$ cat src/rtl/control_unit.sv
// control_unit: hardwired fetch/decode/execute sequencer for the CPU datapath.
// Drives the datapath control strobes directly from the T-state register.
// The opcode field of IR selects the execute path. Datapath strobes that this
// sequencer never uses (HIin/out, LOin/out, Yout, Zhighout, MARout, Inport,
// CONin) are tied low where the datapath is assembled.
//
// state | meaning
// ------+----------------------------------------------------------------
// RST   | reset cycle; all strobes low, Run high
// T0    | PC -> MAR, Z <- PC+1
// T1    | PC <- Z, MDR <- mem[MAR]
// T2    | IR <- MDR
// T3    | decode IR; first execute step (or nop/halt dispatch)
// T4    | ALU step (Y op C or Y op Rc)
// T5    | Z to bus: address to MAR (ld/st) or result to Ra
// T6    | memory read (ld) or Ra -> MDR (st)
// T7    | MDR -> Ra (ld) or memory write (st)
// HALT  | stopped; Run low until reset

`timescale 1ns/1ps

module control_unit (
  input  logic        Clock,
  input  logic        clear,
  input  logic [31:0] IR,
  output logic        Run,
  output logic [4:0]  opcode,
  output logic        Read,
  output logic        Write,
  output logic        IncPC,
  output logic        Gra,
  output logic        Grb,
  output logic        Grc,
  output logic        Rin,
  output logic        Rout,
  output logic        BAout,
  output logic        PCout,
  output logic        PCin,
  output logic        IRin,
  output logic        MARin,
  output logic        MDRin,
  output logic        MDRout,
  output logic        Yin,
  output logic        Zin,
  output logic        Zlowout,
  output logic        Cout
);

  typedef enum logic [3:0] {
    S_RST  = 4'd0,
    S_T0   = 4'd1,
    S_T1   = 4'd2,
    S_T2   = 4'd3,
    S_T3   = 4'd4,
    S_T4   = 4'd5,
    S_T5   = 4'd6,
    S_T6   = 4'd7,
    S_T7   = 4'd8,
    S_HALT = 4'd9
  } state_e;

  typedef enum logic [2:0] {
    C_NOP  = 3'd0,
    C_LD   = 3'd1,
    C_LDI  = 3'd2,
    C_ST   = 3'd3,
    C_ALU  = 3'd4,
    C_ALUI = 3'd5,
    C_HALT = 3'd6
  } class_e;

  localparam logic [4:0] OP_LD   = 5'b00000;
  localparam logic [4:0] OP_LDI  = 5'b00001;
  localparam logic [4:0] OP_ST   = 5'b00010;
  localparam logic [4:0] OP_ADD  = 5'b00011;
  localparam logic [4:0] OP_SUB  = 5'b00100;
  localparam logic [4:0] OP_AND  = 5'b01001;
  localparam logic [4:0] OP_OR   = 5'b01010;
  localparam logic [4:0] OP_ADDI = 5'b01011;
  localparam logic [4:0] OP_ANDI = 5'b01100;
  localparam logic [4:0] OP_ORI  = 5'b01101;
  localparam logic [4:0] OP_NOP  = 5'b11001;
  localparam logic [4:0] OP_HALT = 5'b11010;

  state_e     state_q;
  state_e     state_d;
  class_e     ir_class;
  logic [4:0] ir_op;
  logic [4:0] alu_sel;
  logic       unused_ir;

  assign ir_op = IR[31:27];

  // Register, constant and shift fields are consumed by the datapath, not here.
  assign unused_ir = ^IR[26:0];

  // Classify the current IR opcode and pick the ALU operation for the T4 step.
  always_comb begin
    ir_class = C_NOP;
    alu_sel  = OP_ADD;
    unique case (ir_op)
      OP_LD:   ir_class = C_LD;
      OP_LDI:  ir_class = C_LDI;
      OP_ST:   ir_class = C_ST;
      OP_ADD, OP_SUB, OP_AND, OP_OR: begin
        ir_class = C_ALU;
        alu_sel  = ir_op;
      end
      OP_ADDI: begin
        ir_class = C_ALUI;
        alu_sel  = OP_ADD;
      end
      OP_ANDI: begin
        ir_class = C_ALUI;
        alu_sel  = OP_AND;
      end
      OP_ORI: begin
        ir_class = C_ALUI;
        alu_sel  = OP_OR;
      end
      OP_HALT: ir_class = C_HALT;
      OP_NOP:  ir_class = C_NOP;
      default: ir_class = C_NOP;
    endcase
  end

  // State register; clear forces RST at once, aborting any instruction.
  always_ff @(posedge Clock or negedge clear) begin
    if (!clear) begin
      state_q <= S_RST;
    end else begin
      state_q <= state_d;
    end
  end

  // Next-state: fixed fetch walk, then the execute length depends on the class.
  always_comb begin
    state_d = S_RST;
    unique case (state_q)
      S_RST: state_d = S_T0;
      S_T0:  state_d = S_T1;
      S_T1:  state_d = S_T2;
      S_T2:  state_d = S_T3;
      S_T3: begin
        if (ir_class == C_HALT) begin
          state_d = S_HALT;
        end else if (ir_class == C_NOP) begin
          state_d = S_T0;
        end else begin
          state_d = S_T4;
        end
      end
      S_T4:  state_d = S_T5;
      S_T5: begin
        if ((ir_class == C_LD) || (ir_class == C_ST)) begin
          state_d = S_T6;
        end else begin
          state_d = S_T0;
        end
      end
      S_T6:   state_d = S_T7;
      S_T7:   state_d = S_T0;
      S_HALT: state_d = S_HALT;
      default: state_d = S_RST;
    endcase
  end

  // Output decode: every strobe is low unless this state names it.
  always_comb begin
    Run     = (state_q != S_HALT);
    opcode  = 5'b00000;
    Read    = 1'b0;
    Write   = 1'b0;
    IncPC   = 1'b0;
    Gra     = 1'b0;
    Grb     = 1'b0;
    Grc     = 1'b0;
    Rin     = 1'b0;
    Rout    = 1'b0;
    BAout   = 1'b0;
    PCout   = 1'b0;
    PCin    = 1'b0;
    IRin    = 1'b0;
    MARin   = 1'b0;
    MDRin   = 1'b0;
    MDRout  = 1'b0;
    Yin     = 1'b0;
    Zin     = 1'b0;
    Zlowout = 1'b0;
    Cout    = 1'b0;
    unique case (state_q)
      S_T0: begin
        PCout = 1'b1;
        MARin = 1'b1;
        IncPC = 1'b1;
        Zin   = 1'b1;
      end
      S_T1: begin
        Zlowout = 1'b1;
        PCin    = 1'b1;
        Read    = 1'b1;
        MDRin   = 1'b1;
      end
      S_T2: begin
        MDRout = 1'b1;
        IRin   = 1'b1;
      end
      S_T3: begin
        // Address forms use BAout so that Rb = R0 yields an absolute address.
        if ((ir_class == C_LD) || (ir_class == C_LDI) || (ir_class == C_ST)) begin
          Grb   = 1'b1;
          BAout = 1'b1;
          Yin   = 1'b1;
        end else if ((ir_class == C_ALU) || (ir_class == C_ALUI)) begin
          Grb  = 1'b1;
          Rout = 1'b1;
          Yin  = 1'b1;
        end
      end
      S_T4: begin
        if (ir_class == C_ALU) begin
          Grc    = 1'b1;
          Rout   = 1'b1;
          Zin    = 1'b1;
          opcode = alu_sel;
        end else begin
          Cout   = 1'b1;
          Zin    = 1'b1;
          opcode = alu_sel;
        end
      end
      S_T5: begin
        Zlowout = 1'b1;
        if ((ir_class == C_LD) || (ir_class == C_ST)) begin
          MARin = 1'b1;
        end else begin
          Gra = 1'b1;
          Rin = 1'b1;
        end
      end
      S_T6: begin
        if (ir_class == C_LD) begin
          Read  = 1'b1;
          MDRin = 1'b1;
        end else if (ir_class == C_ST) begin
          Gra   = 1'b1;
          Rout  = 1'b1;
          MDRin = 1'b1;
        end
      end
      S_T7: begin
        if (ir_class == C_LD) begin
          MDRout = 1'b1;
          Gra    = 1'b1;
          Rin    = 1'b1;
        end else if (ir_class == C_ST) begin
          Write = 1'b1;
        end
      end
      default: begin
      end
    endcase
  end

endmodule

$ cat config.mk
export PLATFORM = sky130hd
export DESIGN_NAME = control_unit
export DESIGN_NICKNAME = d
export VERILOG_FILES = /design/src/rtl/control_unit.sv
export SDC_FILE = /design/constraint.sdc
export NUM_CORES = 1
export LEC_CHECK = 0
export CORE_UTILIZATION = 55
export DETAILED_ROUTE_END_ITERATION = 16
export DONT_BUFFER_PORTS = 1
export GPL_ROUTABILITY_DRIVEN = 0
export GPL_TIMING_DRIVEN = 1
export HOLD_SLACK_MARGIN = 0.12
export MAX_ROUTING_LAYER = met4
export PLACE_DENSITY = 0.7
export SYNTH_ARGS = -nofsm -noshare
export SYNTH_HDL_FRONTEND = slang
export SYNTH_SLANG_ARGS = --single-unit
$ cat constraint.sdc
create_clock -name Clock -period 1.77 [get_ports Clock]
set_clock_uncertainty 0.15 [all_clocks]
set_input_delay 0.2655 -clock Clock [delete_from_list [all_inputs] [get_ports Clock]]
set_output_delay 0.2655 -clock Clock [all_outputs]
set_load 0.03 [all_outputs]
==> qor.yml, run 1 <==
clocking:
  clock_tree.root_cell: "clkbuf_4"
  numCtsBuffers: 3
  clockBufferDepth: 2
  cts_setup_buffers: 12
  htreeDepth: 1
  hold_buffers: 1
  cts-resized-gates: 32
  cts_sinks: 4
floorplanning:
  die_h_microns: 38.9
  initial_core_util_pct: 63.3
  die_w_microns: 38.9
  io_pins: 59
  num_rows: 12
logic_synthesis:
  synth_top_area_share_pct: 13.3
  yosysMostFrequentCell: "nor2_1"
  avgSynthCellArea_sq_um: 6.76
  synth_common_cells: "nor2_1 (16), a21oi_1 (8), buf_4 (7), nand2_1 (7), nand2b_1 (6)"
  ys_seq_elements: 4
  ys_types: 43
  ys_warn_count: 0
  syn-num-nets: 145
  seq_area_frac_synth_pct: 13.3
  yosys_most_used_dff: "dfrtp_1"
  async_flop_share_pct: 100
  mappedNetlistArea_sq_um: 751
  synth_largest_area_cell: "dfrtp_1"
  yosys-top-cells-area: "dfrtp_1 (13%), nor2_1 (8.0%), buf_4 (7.0%)"
  syn_inst: 111
  synth_edf_count: 0
outcome:
  error: "[ERROR DPL-0038] Utilization greater than 100%, impossible to legalize"
  haltStage: "clock tree synthesis"
  outcome: "aborted with a tool error"
placement:
  numPortBuffers: 0
  placed_cell_area_sq_um: 1050
  dp_hpwl_mm: 1.77
  place_ws_ns: -0.142
-- kinds of logic after synthesis --
family | share of synthesized area, %
AO/OA/AOI/OAI | 19.3
XOR/XNOR | 3.50
buffers and inverters | 15.5
flip-flops | 13.3
multiplexers | 1.33
other | 0.500
AND/OR/NAND/NOR | 46.5
-- per-stage QoR --
stage                     hold slack (ns)  std cells  setup TNS (ns)
after detailed placement           -0.180        136          -0.680
after global placement             -0.180        136          -0.275
after floorplan                    -0.180        111          -0.562
==> inputs of run 2 (changes only) <==
==> config.mk (replaced) <==
export PLATFORM = sky130hd
export DESIGN_NAME = control_unit
export DESIGN_NICKNAME = d
export VERILOG_FILES = /design/src/rtl/control_unit.sv
export SDC_FILE = /design/constraint.sdc
export NUM_CORES = 1
export LEC_CHECK = 0
export CORE_AREA = 2 2 63 65
export DETAILED_ROUTE_END_ITERATION = 16
export DIE_AREA = 0 0 65 67
export DONT_BUFFER_PORTS = 1
export GPL_ROUTABILITY_DRIVEN = 0
export GPL_TIMING_DRIVEN = 1
export PLACE_DENSITY_LB_ADDON = 0.15
export SYNTH_ARGS = -nofsm -noshare
export SYNTH_HDL_FRONTEND = slang
export SYNTH_SLANG_ARGS = --single-unit
==> constraint.sdc (replaced) <==
create_clock -name Clock -period 2.3 [get_ports Clock]
set_clock_uncertainty 0.15 [all_clocks]
set_input_delay 0.345 -clock Clock [delete_from_list [all_inputs] [get_ports Clock]]
set_output_delay 0.345 -clock Clock [all_outputs]
set_load 0.03 [all_outputs]
==> qor.yml, run 2 <==
logic_synthesis:
  synth_common_cells: "nor2_1 (16), a21oi_1 (8), buf_4 (7), nand2_1 (7), nand2b_1 (6)"
  yosysMostFrequentCell: "nor2_1"
  ys_types: 43
  async_flop_share_pct: 100
  yosys-top-cells-area: "dfrtp_1 (13%), nor2_1 (8.0%), buf_4 (7.0%)"
  seq_area_frac_synth_pct: 13.3
  synth_edf_count: 0
  synth_top_area_share_pct: 13.3
  syn-num-nets: 145
  yosys_most_used_dff: "dfrtp_1"
  synth_largest_area_cell: "dfrtp_1"
  ys_warn_count: 0
  ys_seq_elements: 4
  avgSynthCellArea_sq_um: 6.76
  mappedNetlistArea_sq_um: 751
  syn_inst: 111
clocking:
  numCtsBuffers: 3
  clock_tree.root_cell: "clkbuf_8"
  clockBufferDepth: 2
  clkLatencyLatePin_ns: 0.21
  cts_tree: "yes"
  clk_pin_slew_ns: 0.03
  htreeDepth: 1
  cts_sinks: 4
layout:
  final_core_util_pct: 27.2
  drive_gt1_share_pct: 34.7
  diodes: 0
  largest-register: "state_q"
  final_common_cell: "buf_4"
  largestRegisters: "state_q (4)"
  nets: 157
  fillCellCount: 405
  final_cell_mix: "buf_4 (20), nor2_1 (15), a21oi_1 (8)"
  finalNonFillerCells: 169
  largest_reg_flops: 4
  area_growth_pct: 30.7
placement:
  dp_hpwl_mm: 1.54
  numPortBuffers: 0
  placed_cells: 165
floorplanning:
  die_area_sq_um: 4360
  die_h_microns: 67
  core_sq_um: 3610
  die_w_microns: 65
  initial_core_util_pct: 20.8
  num_rows: 22
  io_pins: 59
sta:
  finalSetupTns_ns: 0
  max_slew_margin_pct: 66.2
  grt_setup_unrepaired: "false"
  maxSlewViolCount: 0
  setup_violations: 0
  tightest_slew_ns: 0.502
  finalHoldViolations: 0
  whs_ns: 0.252
  period_share_pct: 96.4
  period_needed_ns: 2.22
  clock.fmax_mhz: 451
worst_setup_path:
  crit_type: "reg -> out"
  worstPathMaxFanout: 12
  arrival_ns: 1.72
  timing.reg2reg.setup_slack_ns: 0.88
  crit_chain: "buf_4 -> nand2b_1 -> o32a_1 -> nor2_2"
  end_kind: "output pin"
  crit_buf_inv: 1
  cp-start-kind: "register"
  slowest_delay_ns: 0.45
  cp_top_family: "simple AND/OR/NAND/NOR gates"
  slowest_stage: "dfrtp_1"
  crit_required_ns: 1.80
drt:
  drt-wirelength-per-cell_microns: 11.9
  vias: 783
  drc: 0
  routed_wl_mm: 2.02
  via_per_inst: 4.63
  ant_nets: 0
  drtIter0Drc: 24
  firstDrtPassIters: 2
power:
  switchingPower_mw: 0.650
  p_sw_share_pct: 54.0
  power_frac_seq_pct: 13.5
  power_density_nw_per_um2: 1230
  pwr-share-comb_pct: 74.5
  p_total_mw: 1.20
  leakage_nw: 0.389
  p_clk_share_pct: 12.0
  p_int_mw: 0.553
  ir_drop_v: 0.000217
global_routing:
  grt_antenna_before_repair: 0
  grt_overflow: 0
  grt_max_degree: 19
  grt_pass1_wl_mm: 3.15
  grt_pass1_vias: 682
  grt_use_total_pct: 9.29
flow_run:
  max_cap_violations: 0
worst_hold_path:
  hold_path.class: "in -> async"
outcome:
  outcome: "complete, no violations"
-- run 2: cell counts after synthesis --
No cell type changed its count.
-- run 2: through the flow --
stage	worst slack, ns	area [sq um]
detailed placement	0.263	917
global placement	0.254	917
global route	0.000451	981
finish	0.0838	981
floorplan	0.0224	767
CTS	0.0467	968
-- run 2: cell type report --
class	instances	area (sq um)	share of cell area (%)
Clock buffer	3	41.3	4.21
Inverter	3	11.3	1.15
Multi-Input combinational cell	88	567	57.8
Sequential cell	4	101	10.3
Tap cell	48	60.1	6.12
Timing Repair Buffer	23	200	20.4
-- run 2: logic make-up after synthesis --
group                  Yosys count  synth area share [%]
AO/OA/AOI/OAI                   22                  19.3
XOR/XNOR                         3                  3.50
buffers and inverters           19                  15.5
flip-flops                       4                  13.3
multiplexers                     1                  1.33
other                            1                 0.500
AND/OR/NAND/NOR                 61                  46.5
-- run 2: worst register-to-register path, cell delays in order (launching register included) --
cell and delay, ns:
dfrtp_1 0.43, nand2b_1 0.22, nor4_2 0.24, nand3_1 0.20, o31ai_2 0.09
-- run 2: what timing repair did --
action / 4_1_cts / 5_1_grt
hold buffers: 1 / 0
endpoints found under the setup margin: 0 / 4
gates resized for setup: 0 / 4
buffers inserted: 0 / 0
hold endpoints to repair: 4 / 0
-- run 2: power groups by stage --
stage | Clock [mW] | Combinational [mW] | Sequential [mW]
global route | 0.160 | 0.968 | 0.169
floorplan | 0 | 0.710 | 0.115
global placement | 0 | 0.884 | 0.159
CTS | 0.149 | 0.892 | 0.157
detailed placement | 0 | 0.887 | 0.156
finish | 0.144 | 0.896 | 0.163
-- run 2: per-layer routing --
layer	track usage (%)	wire length (microns)	part of all wire, %
met3	4.39	145	7.2
met1	12.2	984	49
met2	14.7	885	44
met4	0	0	0
met5	0	0	0
-- run 2: path summary, 6_finish.rpt --
check                      cells after the start       start          to
max                                            4  state_q[0]       MARin
min                                            1       clear  state_q[2]
max reg2reg                                    4  state_q[3]  state_q[2]
min reg2reg                                    1  state_q[1]  state_q[3]
max in group asynchronous                      1       clear  state_q[1]
min in group Clock                             4      IR[31]  state_q[3]
Note: power is estimated with default switching activity, not from simulation.
==> inputs of run 3 (changes only) <==
--- a/config.mk
+++ b/config.mk
@@ -6,6 +6,7 @@
 export NUM_CORES = 1
 export LEC_CHECK = 0
 export CORE_AREA = 2 2 63 65
+export CTS_CLUSTER_SIZE = 40
 export DETAILED_ROUTE_END_ITERATION = 16
 export DIE_AREA = 0 0 65 67
 export DONT_BUFFER_PORTS = 1
==> results of run 3 <==
No change in the layout: final DEF, timing and power equal those of run 2.
==> edit (config.mk and constraints of run 3) <==
Re-encode `state_e` (10 states) as Gray code, 4 bits wide.
--- a/src/rtl/control_unit.sv
+++ b/src/rtl/control_unit.sv
@@ -48,14 +48,14 @@
 
   typedef enum logic [3:0] {
-    S_RST  = 4'd0,
-    S_T0   = 4'd1,
-    S_T1   = 4'd2,
-    S_T2   = 4'd3,
-    S_T3   = 4'd4,
-    S_T4   = 4'd5,
-    S_T5   = 4'd6,
-    S_T6   = 4'd7,
-    S_T7   = 4'd8,
-    S_HALT = 4'd9
+    S_RST  = 4'b0000,
+    S_T0   = 4'b0001,
+    S_T1   = 4'b0011,
+    S_T2   = 4'b0010,
+    S_T3   = 4'b0110,
+    S_T4   = 4'b0111,
+    S_T5   = 4'b0101,
+    S_T6   = 4'b0100,
+    S_T7   = 4'b1100,
+    S_HALT = 4'b1101
   } state_e;
 
Check against the original RTL: same outputs for any inputs over 10 cycles, from zero or initial values; not proved beyond that.
==> edit against run 3 <==
Worst hold slack got worse by 6.2 ps. Cell area shrank 4.1%. Routed wire length is 8.0% higher. Area after synthesis increased by 7.7%. Setup slack better by 13 ps. Register-to-register slack got worse by 270 ps. Count of clock-buffer cells in the layout is the same. Via count up 4.7%. Sequential cell count unchanged. Die area stayed put. Cell count fell by 0.59%. Power is 0.76% lower. Utilization is 1.1 points lower.
==> edit: results (changes against run 3) <==
* Cells after DPL at 164 (-0.61%)
* Layout cells sized above 1 at 0.258 (-0.0888)
* Met2 WL at 956 µm (+8.0%)
* Met1 Use GR at 0.129 (+0.00730)
* Critical path startpoint: IR[31]
* Skew-Pair Late Insertion Delay at 210 ps (about the same)
* WL met1 at 1.07 mm (+8.7%)
* Met3 WL at 129 µm (-11%)
* Uppermost layer routed: met4
* Global-route wire length before repair at 3.61 mm (+15%)
* Fin cells at 168 (-0.59%)
* P_leak at 0.364 nW (-6.6%)
* Least-Margin Pin Slew at 578 ps (+76.3 ps)
* Power density over the cells at 1270 mW/mm² (+3.5%)
* Post-synth cell types at 39 (-9.3%)
* Origin of the critical flop-to-flop path: state_q[0]$_DFF_PN0_
* Post-synth top area share at 0.124 (-0.00949)
* Met2 Usage GRT at 0.182 (+0.0348)
* CP max stage cell: or4_4
* Vias at 820 (+4.7%)
* Cells after Synth at 117 (+5.4%)
* Internal at 0.527 mW (-4.8%)
* Filler cell count at 409 (+0.99%)
* Outcome: complete, no violations
* Vias in the first global route at 784 (+15%)
* Worst VDD drop at 0.252 mV (+16%)
* GR Util All Layers at 0.106 (+0.0129)
* HPWL Detailed at 1.59 mm (+3.6%)
* Sequential area share after synthesis at 0.124 (-0.00949)
* Reg2reg end: state_q[1]$_DFF_PN0_
* Crit Path Max Fanout at 11 (-1)
* Mapped Nets at 151 (+4.1%)
* Most frequent cells after synthesis: 14 x nor2_1, 8 x a21oi_1, 7 x nand2_1, 7 x nand2b_1
* DRT Pass-1 Iters at 4 (+2)
* Setup slack, reg-to-reg at 610 ps (-270 ps)
[edit: cell type report]
class                      instances  area share
clock buffer                       3      0.0439
timing repair buffer              17       0.138
sequential                         4       0.112
inverter                           2     0.00798
tap                               48      0.0638
multi-input combinational         94       0.634
[edit: metrics by stage]
stage / worst slack, ps / hold WS [ps] / instance area (µm²)
2_1_floorplan: 17.5 / -101 / 836
3_3_place_gp: 80.2 / -101 / 885
3_5_place_dp: 78.5 / -101 / 885
4_1_cts: 42.9 / 249 / 936
5_1_grt: -21.2 / 259 / 941
6_report: 97.1 / 246 / 941
[edit: logic make-up (layout without fill, tap and decap cells)]
kind of cell              count (synthesis)  count (layout)  synth area share
xor gates and xnor gates                  5               5            0.0542
muxes                                     2               2            0.0248
other                                     1               1           0.00464
AOI/OAI and AO/OA                        27              27             0.211
and+or+nand+nor                          59              59             0.410
DFF                                       4               4             0.124
buffers and inverters                    19              22             0.172
